`src/rtl/rom_access_arbiter.sv`:
```
// ---------------------------------------------------------------------------
// rom_access_arbiter
//
// Shares one combinational program ROM (16-bit word, 8-bit address) between
// the instruction-fetch (IF) and data-load (DL) requesters. A winning address
// is registered onto ROM_ADDR and held for WAIT_CYCLES cycles. The ROM word is
// then captured and returned to the granted requester with a one-cycle
// RVALID pulse.
//
// Handshake: a requester raises REQ with a stable ADDR. It keeps both until it
// sees its one-cycle GNT pulse. REQ must then be dropped, or moved to a new
// address, by the following edge. Read data comes back later as a one-cycle
// RVALID pulse, and RDATA holds its value until the next capture for that
// requester. There is no back-pressure on the return path.
//
// Ports:
//   CLK        in   1   system clock, rising edge
//   RST_N      in   1   synchronous active-low reset
//   IF_REQ     in   1   fetch request
//   IF_ADDR    in   8   fetch address
//   IF_GNT     out  1   pulse: fetch request accepted
//   IF_RDATA   out  16  fetched word (valid with IF_RVALID, then held)
//   IF_RVALID  out  1   pulse: IF_RDATA updated
//   DL_*              same as IF_* for the data-load requester
//   ERR        out  1   pulse with RVALID when the served address >= ROM_DEPTH
//   BUSY       out  1   high while an access is in flight (exposes FSM state)
//   ROM_ADDR   out  8   registered ROM address
//   ROM_VALUE  in   16  ROM data, combinational from ROM_ADDR
//
// Parameters:
//   WAIT_CYCLES  ROM access cycles, from the grant edge to the capture edge
//                (legal range 1..15)
//   ROM_DEPTH    number of implemented ROM words
// ---------------------------------------------------------------------------
module rom_access_arbiter #(
   parameter int WAIT_CYCLES = 1,
   parameter int ROM_DEPTH   = 8
) (
   input  logic        CLK,
   input  logic        RST_N,
   input  logic        IF_REQ,
   input  logic [7:0]  IF_ADDR,
   output logic        IF_GNT,
   output logic [15:0] IF_RDATA,
   output logic        IF_RVALID,
   input  logic        DL_REQ,
   input  logic [7:0]  DL_ADDR,
   output logic        DL_GNT,
   output logic [15:0] DL_RDATA,
   output logic        DL_RVALID,
   output logic        ERR,
   output logic        BUSY,
   output logic [7:0]  ROM_ADDR,
   input  logic [15:0] ROM_VALUE
);

   typedef enum logic {IDLE = 1'b0, ACCESS = 1'b1} state_t;

   localparam logic [3:0] cnt_load  = 4'(WAIT_CYCLES - 1);
   // One bit wider than the address, so a depth of 256 is still representable.
   localparam logic [8:0] depth_lim = 9'(ROM_DEPTH);
   localparam logic       own_if    = 1'b0;
   localparam logic       own_dl    = 1'b1;

   state_t      state_q, state_d;
   logic [7:0]  addr_q, addr_d;
   logic        owner_q, owner_d;
   logic        last_q, last_d;
   logic [3:0]  cnt_q, cnt_d;
   logic        if_gnt_q, if_gnt_d, dl_gnt_q, dl_gnt_d;
   logic        if_rvalid_q, if_rvalid_d, dl_rvalid_q, dl_rvalid_d;
   logic        err_q, err_d;
   logic [15:0] if_rdata_q, if_rdata_d, dl_rdata_q, dl_rdata_d;
   logic        pick_dl;
   logic        out_of_range;
   logic [15:0] word;

   always_comb begin
      state_d      = state_q;
      addr_d       = addr_q;
      owner_d      = owner_q;
      last_d       = last_q;
      cnt_d        = cnt_q;
      if_gnt_d     = 1'b0;
      dl_gnt_d     = 1'b0;
      if_rvalid_d  = 1'b0;
      dl_rvalid_d  = 1'b0;
      err_d        = 1'b0;
      if_rdata_d   = if_rdata_q;
      dl_rdata_d   = dl_rdata_q;
      // DL wins when it is alone, or on a tie when IF was served last.
      pick_dl      = DL_REQ && (!IF_REQ || (last_q == own_if));
      out_of_range = ({1'b0, addr_q} >= depth_lim);
      word         = out_of_range ? 16'h0000 : ROM_VALUE;

      case (state_q)
         IDLE: begin
            if (IF_REQ || DL_REQ) begin
               addr_d   = pick_dl ? DL_ADDR : IF_ADDR;
               owner_d  = pick_dl;
               last_d   = pick_dl;
               if_gnt_d = !pick_dl;
               dl_gnt_d = pick_dl;
               cnt_d    = cnt_load;
               state_d  = ACCESS;
            end
         end
         ACCESS: begin
            if (cnt_q != 4'd0) begin
               cnt_d = cnt_q - 4'd1;
            end else begin
               if (owner_q == own_dl) begin
                  dl_rdata_d  = word;
                  dl_rvalid_d = 1'b1;
               end else begin
                  if_rdata_d  = word;
                  if_rvalid_d = 1'b1;
               end
               err_d   = out_of_range;
               state_d = IDLE;
            end
         end
         default: state_d = IDLE;
      endcase
   end

   always_ff @(posedge CLK) begin
      if (!RST_N) begin
         state_q     <= IDLE;
         addr_q      <= 8'h00;
         owner_q     <= own_if;
         last_q      <= own_dl;
         cnt_q       <= 4'd0;
         if_gnt_q    <= 1'b0;
         dl_gnt_q    <= 1'b0;
         if_rvalid_q <= 1'b0;
         dl_rvalid_q <= 1'b0;
         err_q       <= 1'b0;
         if_rdata_q  <= 16'h0000;
         dl_rdata_q  <= 16'h0000;
      end else begin
         state_q     <= state_d;
         addr_q      <= addr_d;
         owner_q     <= owner_d;
         last_q      <= last_d;
         cnt_q       <= cnt_d;
         if_gnt_q    <= if_gnt_d;
         dl_gnt_q    <= dl_gnt_d;
         if_rvalid_q <= if_rvalid_d;
         dl_rvalid_q <= dl_rvalid_d;
         err_q       <= err_d;
         if_rdata_q  <= if_rdata_d;
         dl_rdata_q  <= dl_rdata_d;
      end
   end

   assign IF_GNT    = if_gnt_q;
   assign DL_GNT    = dl_gnt_q;
   assign IF_RVALID = if_rvalid_q;
   assign DL_RVALID = dl_rvalid_q;
   assign IF_RDATA  = if_rdata_q;
   assign DL_RDATA  = dl_rdata_q;
   assign ERR       = err_q;
   assign BUSY      = (state_q == ACCESS);
   assign ROM_ADDR  = addr_q;

endmodule

```
`config.mk`:
```
export PLATFORM = sky130hd
export DESIGN_NAME = rom_access_arbiter
export DESIGN_NICKNAME = d
export VERILOG_FILES = /design/src/rtl/rom_access_arbiter.sv
export SDC_FILE = /design/constraint.sdc
export NUM_CORES = 1
export LEC_CHECK = 0
export ABC_AREA = 1
export ABC_CLOCK_PERIOD_IN_PS = 1300
export CORE_ASPECT_RATIO = 1.1
export CORE_MARGIN = 2
export CORE_UTILIZATION = 40
export CTS_CLUSTER_DIAMETER = 100
export DETAILED_ROUTE_END_ITERATION = 12
export GPL_ROUTABILITY_DRIVEN = 0
export PLACE_DENSITY = 0.8
export SLEW_MARGIN = 15
export SYNTH_ARGS = -nofsm -noshare
export SYNTH_HDL_FRONTEND = slang
export SYNTH_SLANG_ARGS = --single-unit
export TNS_END_PERCENT = 30
```
`constraint.sdc`:
```
create_clock -name CLK -period 1.3 [get_ports CLK]
set_input_delay 0.195 -clock CLK [delete_from_list [all_inputs] [get_ports CLK]]
set_output_delay 0.195 -clock CLK [all_outputs]
set_load 0.01 [all_outputs]
```
**Word level (Yosys, flattened, before mapping)**

Index checks and enable logic that the tools add are counted.

- Register bits after elaboration: 52
- Output and inout bits: 46
- Word-level logic and storage cells: 44

- Add/subtract/negate cells: 1
- $lt $le $gt $ge: 1
- Eq/ne operators: 2
- Muxes and demuxes: 10
- Bitwise operators: 6
- Reductions and logical operators: 12

Operators with widths:

| kind | number |
|---|---|
| $mux W16 | 1 |
| $ge A8 B4 Y1 const B | 1 |
| $mux W4 | 2 |
| $mux W8 | 1 |
| $pmux W4 S2 | 1 |
| $not A1 Y1 | 6 |
| $reduce_and A3 Y1 | 2 |
| $reduce_or A3 Y1 | 2 |
| $mux W1 | 4 |
| $reduce_and A2 Y1 | 2 |
| $reduce_bool A4 Y1 | 1 |
| $sub A4 B1 Y4 const B | 1 |
| $logic_not A1 Y1 | 2 |
| $logic_or A1 B1 Y1 | 2 |
| $ne A2 B1 Y1 const B | 1 |
| $ne A2 B2 Y1 const B | 1 |
| $pmux W1 S2 | 1 |
| $logic_and A1 B1 Y1 | 1 |

**Depth between registers and ports, before layout**

Gate-level depths: netlist (run 1).

- Depth in word-level cells: 4
- Depth in mapped cells: 7

**Worst setup path before layout (run 1)**

No wires, ideal clock.

- Kind: register to register
- Start: register cnt_q[0]
- End: register dl_rdata_q[2], in the netlist DL_RDATA[2]
- Arrival: 1.146 ns
- Slack: 0.041 ns
- Cell stages (with the launch flop): 7
- Buffers on the path: 1
- Period minus slack after synthesis: 1.259 ns
- Cell sequence: dfxtp_1 -> inv_1 -> ha_1 -> nand4_2 -> buf_2 -> a21oi_1 -> nor2_1

- Longest elaborated chain between the ends: 3

Ends and longest elaborated chain:

| item | RTL line | source |
|---|---|---|
| from (decl) | 69 | `logic [3:0] cnt_q, cnt_d;` |
| from (signal assigned) | 146 | `cnt_q <= cnt_d;` |
| $reduce_bool A4 Y1 | 109 | `if (cnt_q != 4'd0) begin` |
| $not A1 Y1 (no line) | -- |  |
| $reduce_and A3 Y1 (no line) | -- |  |
| to (signal assigned) | 153 | `dl_rdata_q <= dl_rdata_d;` |
| to (decl) | 73 | `logic [15:0] if_rdata_q, if_rdata_d, dl_rdata_q, dl_rdata_d;` |

Every way passes these cells.
A chain may end at the register's enable or synchronous reset.

**Final worst setup path (run 1)**

- Start: register cnt_q[0]
- End: register if_rdata_q[12], in the netlist IF_RDATA[12]

- Longest elaborated chain between the ends: 3

Ends and longest elaborated chain:

| item | RTL line | source |
|---|---|---|
| $reduce_bool A4 Y1 | 109 |  |
| $not A1 Y1 (no line) | -- |  |
| $reduce_and A3 Y1 (no line) | -- |  |
| to (signal assigned) | 152 | `if_rdata_q <= if_rdata_d;` |
| to (decl) | 73 |  |

Every way passes these cells.

==> results of run 1 <==
## cell families after synthesis
group           share of synthesized area, %
flops                                  44.80
compound gates                         5.977
fa+ha+maj                             0.5384
xor+xnor                              0.3770
buf+inv                                14.43
simple gates                           33.87
## metrics by stage
step / TNS (ps) / hold WS [ps] / power, mW / setup slack [ps]
global placement: -1734 / 464.5 / 2.738 / -158.9
detailed placement: -3293 / 473.3 / 2.763 / -261.2
CTS: 0 / 443.2 / 3.749 / 3.754
finish: 0 / 451.5 / 3.767 / 79.13
floorplan: 0 / 339.7 / 2.276 / 40.69
global route: -28.98 / 448.0 / 3.985 / -16.65
## power breakdown
part           internal [mW]  total (mW)  leakage, nW  switching, mW
clock network          0.571        1.07       0.0552          0.498
registers               1.71        1.78        0.426         0.0647
logic                  0.447       0.921         1.42          0.475
total                   2.73        3.77         1.90           1.04
## Yosys cell counts
cell type  count  area [um2]
a21oi_1       17       85.08
buf_2          8       40.04
buf_6          1       11.26
clkbuf_1       5       18.77
clkinv_1       2       7.510
dfxtp_1       52        1041
ha_1           1       12.51
inv_1         66       247.7
inv_2          1       3.750
inv_4          1       6.260
nand2_1      103       386.6
nand3_1        5       25.02
nand3_2        1       10.01
nand4_1        3       18.77
nand4_2        2       25.02
nor2_1        80       300.3
nor2_2         1       6.260
nor3_1         3       15.01
o21ai_0        7       35.03
o21ai_1        2       10.01
o21ai_2        1       8.760
xor2_1         1       8.760
## what timing repair did
action	CTS	global route
buffers inserted	0	1
hold buffers	0	0
pin swaps	0	3
resized for setup	49	9
cloned	0	2
setup endpoints to repair	70	34
## worst max-delay path, delay by kind of cell (launching register included)
family | cells | cell delay [ps]
flip-flops | 1 | 330
buffers and inverters | 2 | 290
AND/OR/NAND/NOR | 2 | 220
adder cells (fa/ha/maj) | 1 | 160
AO/OA/AOI/OAI | 1 | 120
## registers in the layout (all words and copies together), names as in the netlist, 4 cells and up
name,flops
ROM_ADDR,8
IF_RDATA,16
DL_RDATA,16
cnt_q,4
## final timing paths
| path | start | endpoint | slack (ps) |
|---|---|---|---|
| worst max-delay path | cnt_q[0]$_SDFFE_PN0P_ | IF_RDATA[12]$_SDFFE_PN0P_ | 80 |
| worst min-delay path | IF_ADDR[1] | ROM_ADDR[1]$_SDFFE_PN0P_ | 450 |
| worst max register to register | cnt_q[0]$_SDFFE_PN0P_ | IF_RDATA[12]$_SDFFE_PN0P_ | 80 |
| worst min register to register | last_q$_SDFFE_PN1P_ | last_q$_SDFFE_PN1P_ | 500 |
## routing by layer
metal	GRT usage [%]	vias to the layer above	share of wire, %
met5	0	-	0
met4	5.289	0	1.5
met3	5.519	9	7.3
met2	31.74	86	48
met1	22.27	1027	43
li1	-	1253	-
## final cells by class
type | instances | share of cell area [%]
repair buffers | 102 | 28.36
clock buffers | 6 | 2.085
well taps | 77 | 2.768
clock inverters | 2 | 1.006
inverters | 70 | 7.620
flip-flops and latches | 52 | 29.94
multi-input cells | 227 | 28.22
==> flow_metrics.py, run 1 <==
metrics = {
    "run_status": {
        "outcome": "complete, no violations",
    },
    "die": {
        "io_pins": 82,
        "die_area_um2": 6435,
        "rows": 29,
        "die_w_um": 76.67,
        "start_util_pct": 40.79,
        "die_h_um": 83.94,
        "core_um2": 5697,
    },
    "routing": {
        "vias": 2375,
        "routedWlPerCell_um": 10.85,
        "ant_nets": 0,
        "drt_iter0_markers": 115,
        "drc": 0,
        "viasPerCell": 4.431,
        "wirelength_um": 5814,
        "drt-pass1-iter-count": 4,
    },
    "critical_path": {
        "worstPathMaxFanout": 5,
        "path_cells": "inv_2 -> ha_4 -> nand4_4 -> clkbuf_16 -> a21oi_1 -> nor2_1",
        "crit_required_ps": 1500,
        "slowest_delay_ps": 330,
        "reg2reg_depth": 6,
        "cp-end-kind": "register",
        "startpoint_type": "register",
        "path_class": "register to register",
        "critPathSlowestCell": "dfxtp_1",
        "worstPathArrival_ps": 1420,
    },
    "cells_and_area": {
        "stdcell_area_um2": 3481,
        "insertedDiodeCount": 0,
        "fin_cells": 536,
        "regArea_um2": 1042,
        "drive_gt1_share_pct": 9.368,
        "final_cell_mix": "nand2_1 (103), nor2_1 (78), inv_1 (64)",
        "fin_util_pct": 61.10,
        "fin_nets": 495,
        "multi_input_area_um2": 982.2,
        "num-fill-cells": 558,
        "final_common_cell": "nand2_1",
        "syn_to_final_growth_pct": 49.81,
    },
    "grt": {
        "grt_pass1_wl_um": 9901,
        "grt_pass1_vias": 2275,
        "grt_max_degree": 34,
        "track_usage_pct": 18.50,
        "gr-total-overflow": 0,
        "antenna_found_initial": 0,
    },
    "clock_tree": {
        "root_buffer": "clkbuf_8",
        "clkTransAtPathRegs_ps": 90,
        "cts_tree": "done",
        "clk_path_buf_depth": 2,
        "cts_sinks": 52,
        "clk_latency_ps": 300,
        "cts_buffers": 5,
        "htreeDepth": 2,
    },
    "logic_synthesis": {
        "ys_ff_latch": 52,
        "syn-cell-area_um2": 2323,
        "synth.distinct_cells": 22,
        "synth_seq_area_share_pct": 44.80,
        "synth_nets": 400,
        "syn_inst": 363,
        "synth_area_per_cell_um2": 6.401,
        "yosys_warnings": 0,
    },
    "timing": {
        "min_period_over_period_pct": 93.91,
        "max_clock_freq_mhz": 819.1,
        "worst_slew_pin_slew_ps": 261.1,
        "relSlewSlack_pct": 82.48,
        "hold_viol_final": 0,
        "slew_violations": 0,
        "clock_skew_ps": 6.516,
        "rsz0062_at_grt": "yes",
        "fin_crit_ps": 1221,
        "setup_viol": 0,
    },
    "placement": {
        "buffer_ports.inserted": 81,
        "dp_hpwl_um": 4259,
        "place_inst": 525,
        "dpl_cell_area_um2": 3333,
    },
    "power": {
        "irDropWorstVdd_mv": 0.6022,
        "leakage_nw": 1.899,
        "pwr_density_cell_nw_per_um2": 1082,
    },
    "min_path": {
        "hold-path-cell-count": 3,
        "hold_class": "input pin to register",
    },
    "job": {
        "maxCapViolations": 0,
    },
}
(Power assumes the default switching activity.)
==> run 2, diff against run 1 <==
Settings changed: CORE_ASPECT_RATIO 1.1 to unset.
==> run 2 against run 1 <==
  * Sequential cell count unchanged
  * Maximum frequency rose by 2.8%
  * Largest cell class unchanged
  * Highest routed layer unchanged
  * Power is 6.1% lower
  * Via count fell by 2.0%
  * First-iteration DRC count decreased by 27%
==> flow_metrics.py, run 2 (same netlist as run 1, synthesis figures left out) <==
metrics = {
    "timing": {
        "max_clock_freq_mhz": 842.1,
        "rsz0062_at_grt": "no",
        "hold_slack_ps": 463.9,
        "min_period_over_period_pct": 91.35,
        "hold_viol_final": 0,
        "clock_skew_ps": 9.436,
        "fin_crit_ps": 1188,
        "relSlewSlack_pct": 83.80,
        "worst_slew_pin_slew_ps": 241.6,
        "slew_violations": 0,
        "setup_viol": 0,
    },
    "die": {
        "core_um2": 5574,
        "die_w_um": 80.22,
        "rows": 27,
        "io_pins": 82,
        "die_area_um2": 6434,
        "die_h_um": 80.22,
        "start_util_pct": 41.68,
    },
    "critical_path": {
        "critPathSlowestCell": "dfxtp_2",
        "path_cells": "inv_2 -> ha_4 -> a21oi_1 -> buf_4 -> nor2_1 -> nor2_1 -> nor2_1",
        "crit_path_frequent_cell": "nor2_1",
        "worstPathArrival_ps": 1380,
        "cp-end-kind": "register",
        "path_class": "register to register",
        "worstPathMaxFanout": 5,
        "crit_required_ps": 1500,
        "slowest_delay_ps": 360,
        "startpoint_type": "register",
    },
    "clock_tree": {
        "root_buffer": "clkbuf_8",
        "cts_setup_buffers": 0,
        "hold_buffers": 0,
        "clkTransAtPathRegs_ps": 90,
        "cts_tree": "done",
        "htreeDepth": 2,
        "cts_buffers": 5,
        "clk_path_buf_depth": 2,
        "clk_latency_ps": 300,
        "cts_sinks": 52,
    },
    "grt": {
        "gr-total-overflow": 0,
        "use_met2_pct": 30.50,
        "grt_use_met1_pct": 21.79,
        "antenna_found_initial": 0,
        "use_met3_pct": 3.708,
        "grt_max_degree": 34,
        "grt_busiest_layer": "met2",
        "grt_pass1_vias": 2028,
        "grt_pass1_wl_um": 8976,
        "track_usage_pct": 17.48,
    },
    "placement": {
        "dpl_cell_area_um2": 3307,
        "dp_hpwl_um": 4029,
        "place_inst": 519,
        "buffer_ports.inserted": 81,
    },
    "routing": {
        "drt_iter0_markers": 84,
        "wirelength_um": 5569,
        "viasPerCell": 4.417,
        "drt-pass1-iter-count": 4,
        "routedWlPerCell_um": 10.57,
        "ant_nets": 0,
        "drc": 0,
        "vias": 2328,
    },
    "power": {
        "clkPwrFrac_pct": 24.9,
        "seqPwrFrac_pct": 50.2,
        "p_int_mw": 2.496,
        "irDropWorstVdd_mv": 0.6126,
        "power_mw": 3.535,
        "pwr_density_cell_nw_per_um2": 1047,
        "switching_share_pct": 29.40,
        "pwr-share-comb_pct": 24.9,
        "leakage_nw": 1.845,
        "power.switching_mw": 1.039,
    },
    "cells_and_area": {
        "syn_to_final_growth_pct": 45.34,
        "insertedDiodeCount": 0,
        "multi_input_area_um2": 979.7,
        "num-fill-cells": 545,
        "fin_nets": 492,
        "fin_cells": 527,
        "final_cell_mix": "nand2_1 (103), nor2_1 (79), inv_1 (64)",
        "regArea_um2": 1042,
        "drive_gt1_share_pct": 8.571,
        "stdcell_area_um2": 3377,
        "final_common_cell": "nand2_1",
    },
    "job": {
        "maxCapViolations": 0,
    },
    "run_status": {
        "outcome": "complete, no violations",
    },
    "min_path": {
        "hold_class": "input pin to register",
    },
}
## run 2: repair_timing
item | in CTS | in global routing
resized for setup | 48 | 10
setup endpoints to repair | 55 | 35
endpoints found under the hold margin | 0 | 0
cloned | 0 | 1
pin swaps | 0 | 2
## run 2: path summary, 6_finish.rpt
path | start | to | slack (ps) | cells past startpoint
min reg2reg | last_q$_SDFFE_PN1P_ | last_q$_SDFFE_PN1P_ | 500 | 2
max | cnt_q[1]$_SDFFE_PN0P_ | cnt_q[0]$_SDFFE_PN0P_ | 110 | 7
min | IF_ADDR[2] | ROM_ADDR[2]$_SDFFE_PN0P_ | 460 | 3
max reg2reg | cnt_q[1]$_SDFFE_PN0P_ | cnt_q[0]$_SDFFE_PN0P_ | 110 | 7
## run 2: critical path: cells and delay by family, from the launching register on
family,cells,cell delay (ps)
flops,1,360
buf+inv,2,210
simple gates,3,190
fa+ha+maj,1,170
compound gates,1,160
## run 2: area by class of cell
| class | instances | area share [%] |
|---|---|---|
| clock inverter | 2 | 0.3705 |
| multi-input combinational | 227 | 29.01 |
| timing repair buffer | 99 | 27.20 |
| sequential | 52 | 30.86 |
| tap | 72 | 2.668 |
| inverter | 70 | 7.855 |
| clock buffer | 5 | 2.038 |
## run 2: layer usage
layer  vias to the layer above  routed length [um]
met5                         -                   0
met4                         0                  34
met3                         2                 255
met2                        62                2839
met1                      1023                2440
li1                       1241                   -
## run 2: metrics by stage
| stage | util (%) | TNS [ps] | worst slack, ps |
|---|---|---|---|
| after floorplan | - | 0 | 40.69 |
| after global placement | 59.33 | -2060 | -189.2 |
| after detailed placement | 59.33 | -2278 | -219.0 |
| after CTS | 59.98 | 0 | 18.12 |
| after global routing | 60.58 | 0 | 4.583 |
| final | 60.58 | 0 | 112.5 |
## run 2: power groups by stage
stage	clock network (mW)	registers, mW	logic [mW]
final	0.879	1.77	0.882
after global routing	0.972	1.79	0.994
after CTS	0.904	1.77	0.872
after detailed placement	0	1.81	0.944
after global placement	0	1.81	0.930
after floorplan	0	1.86	0.414
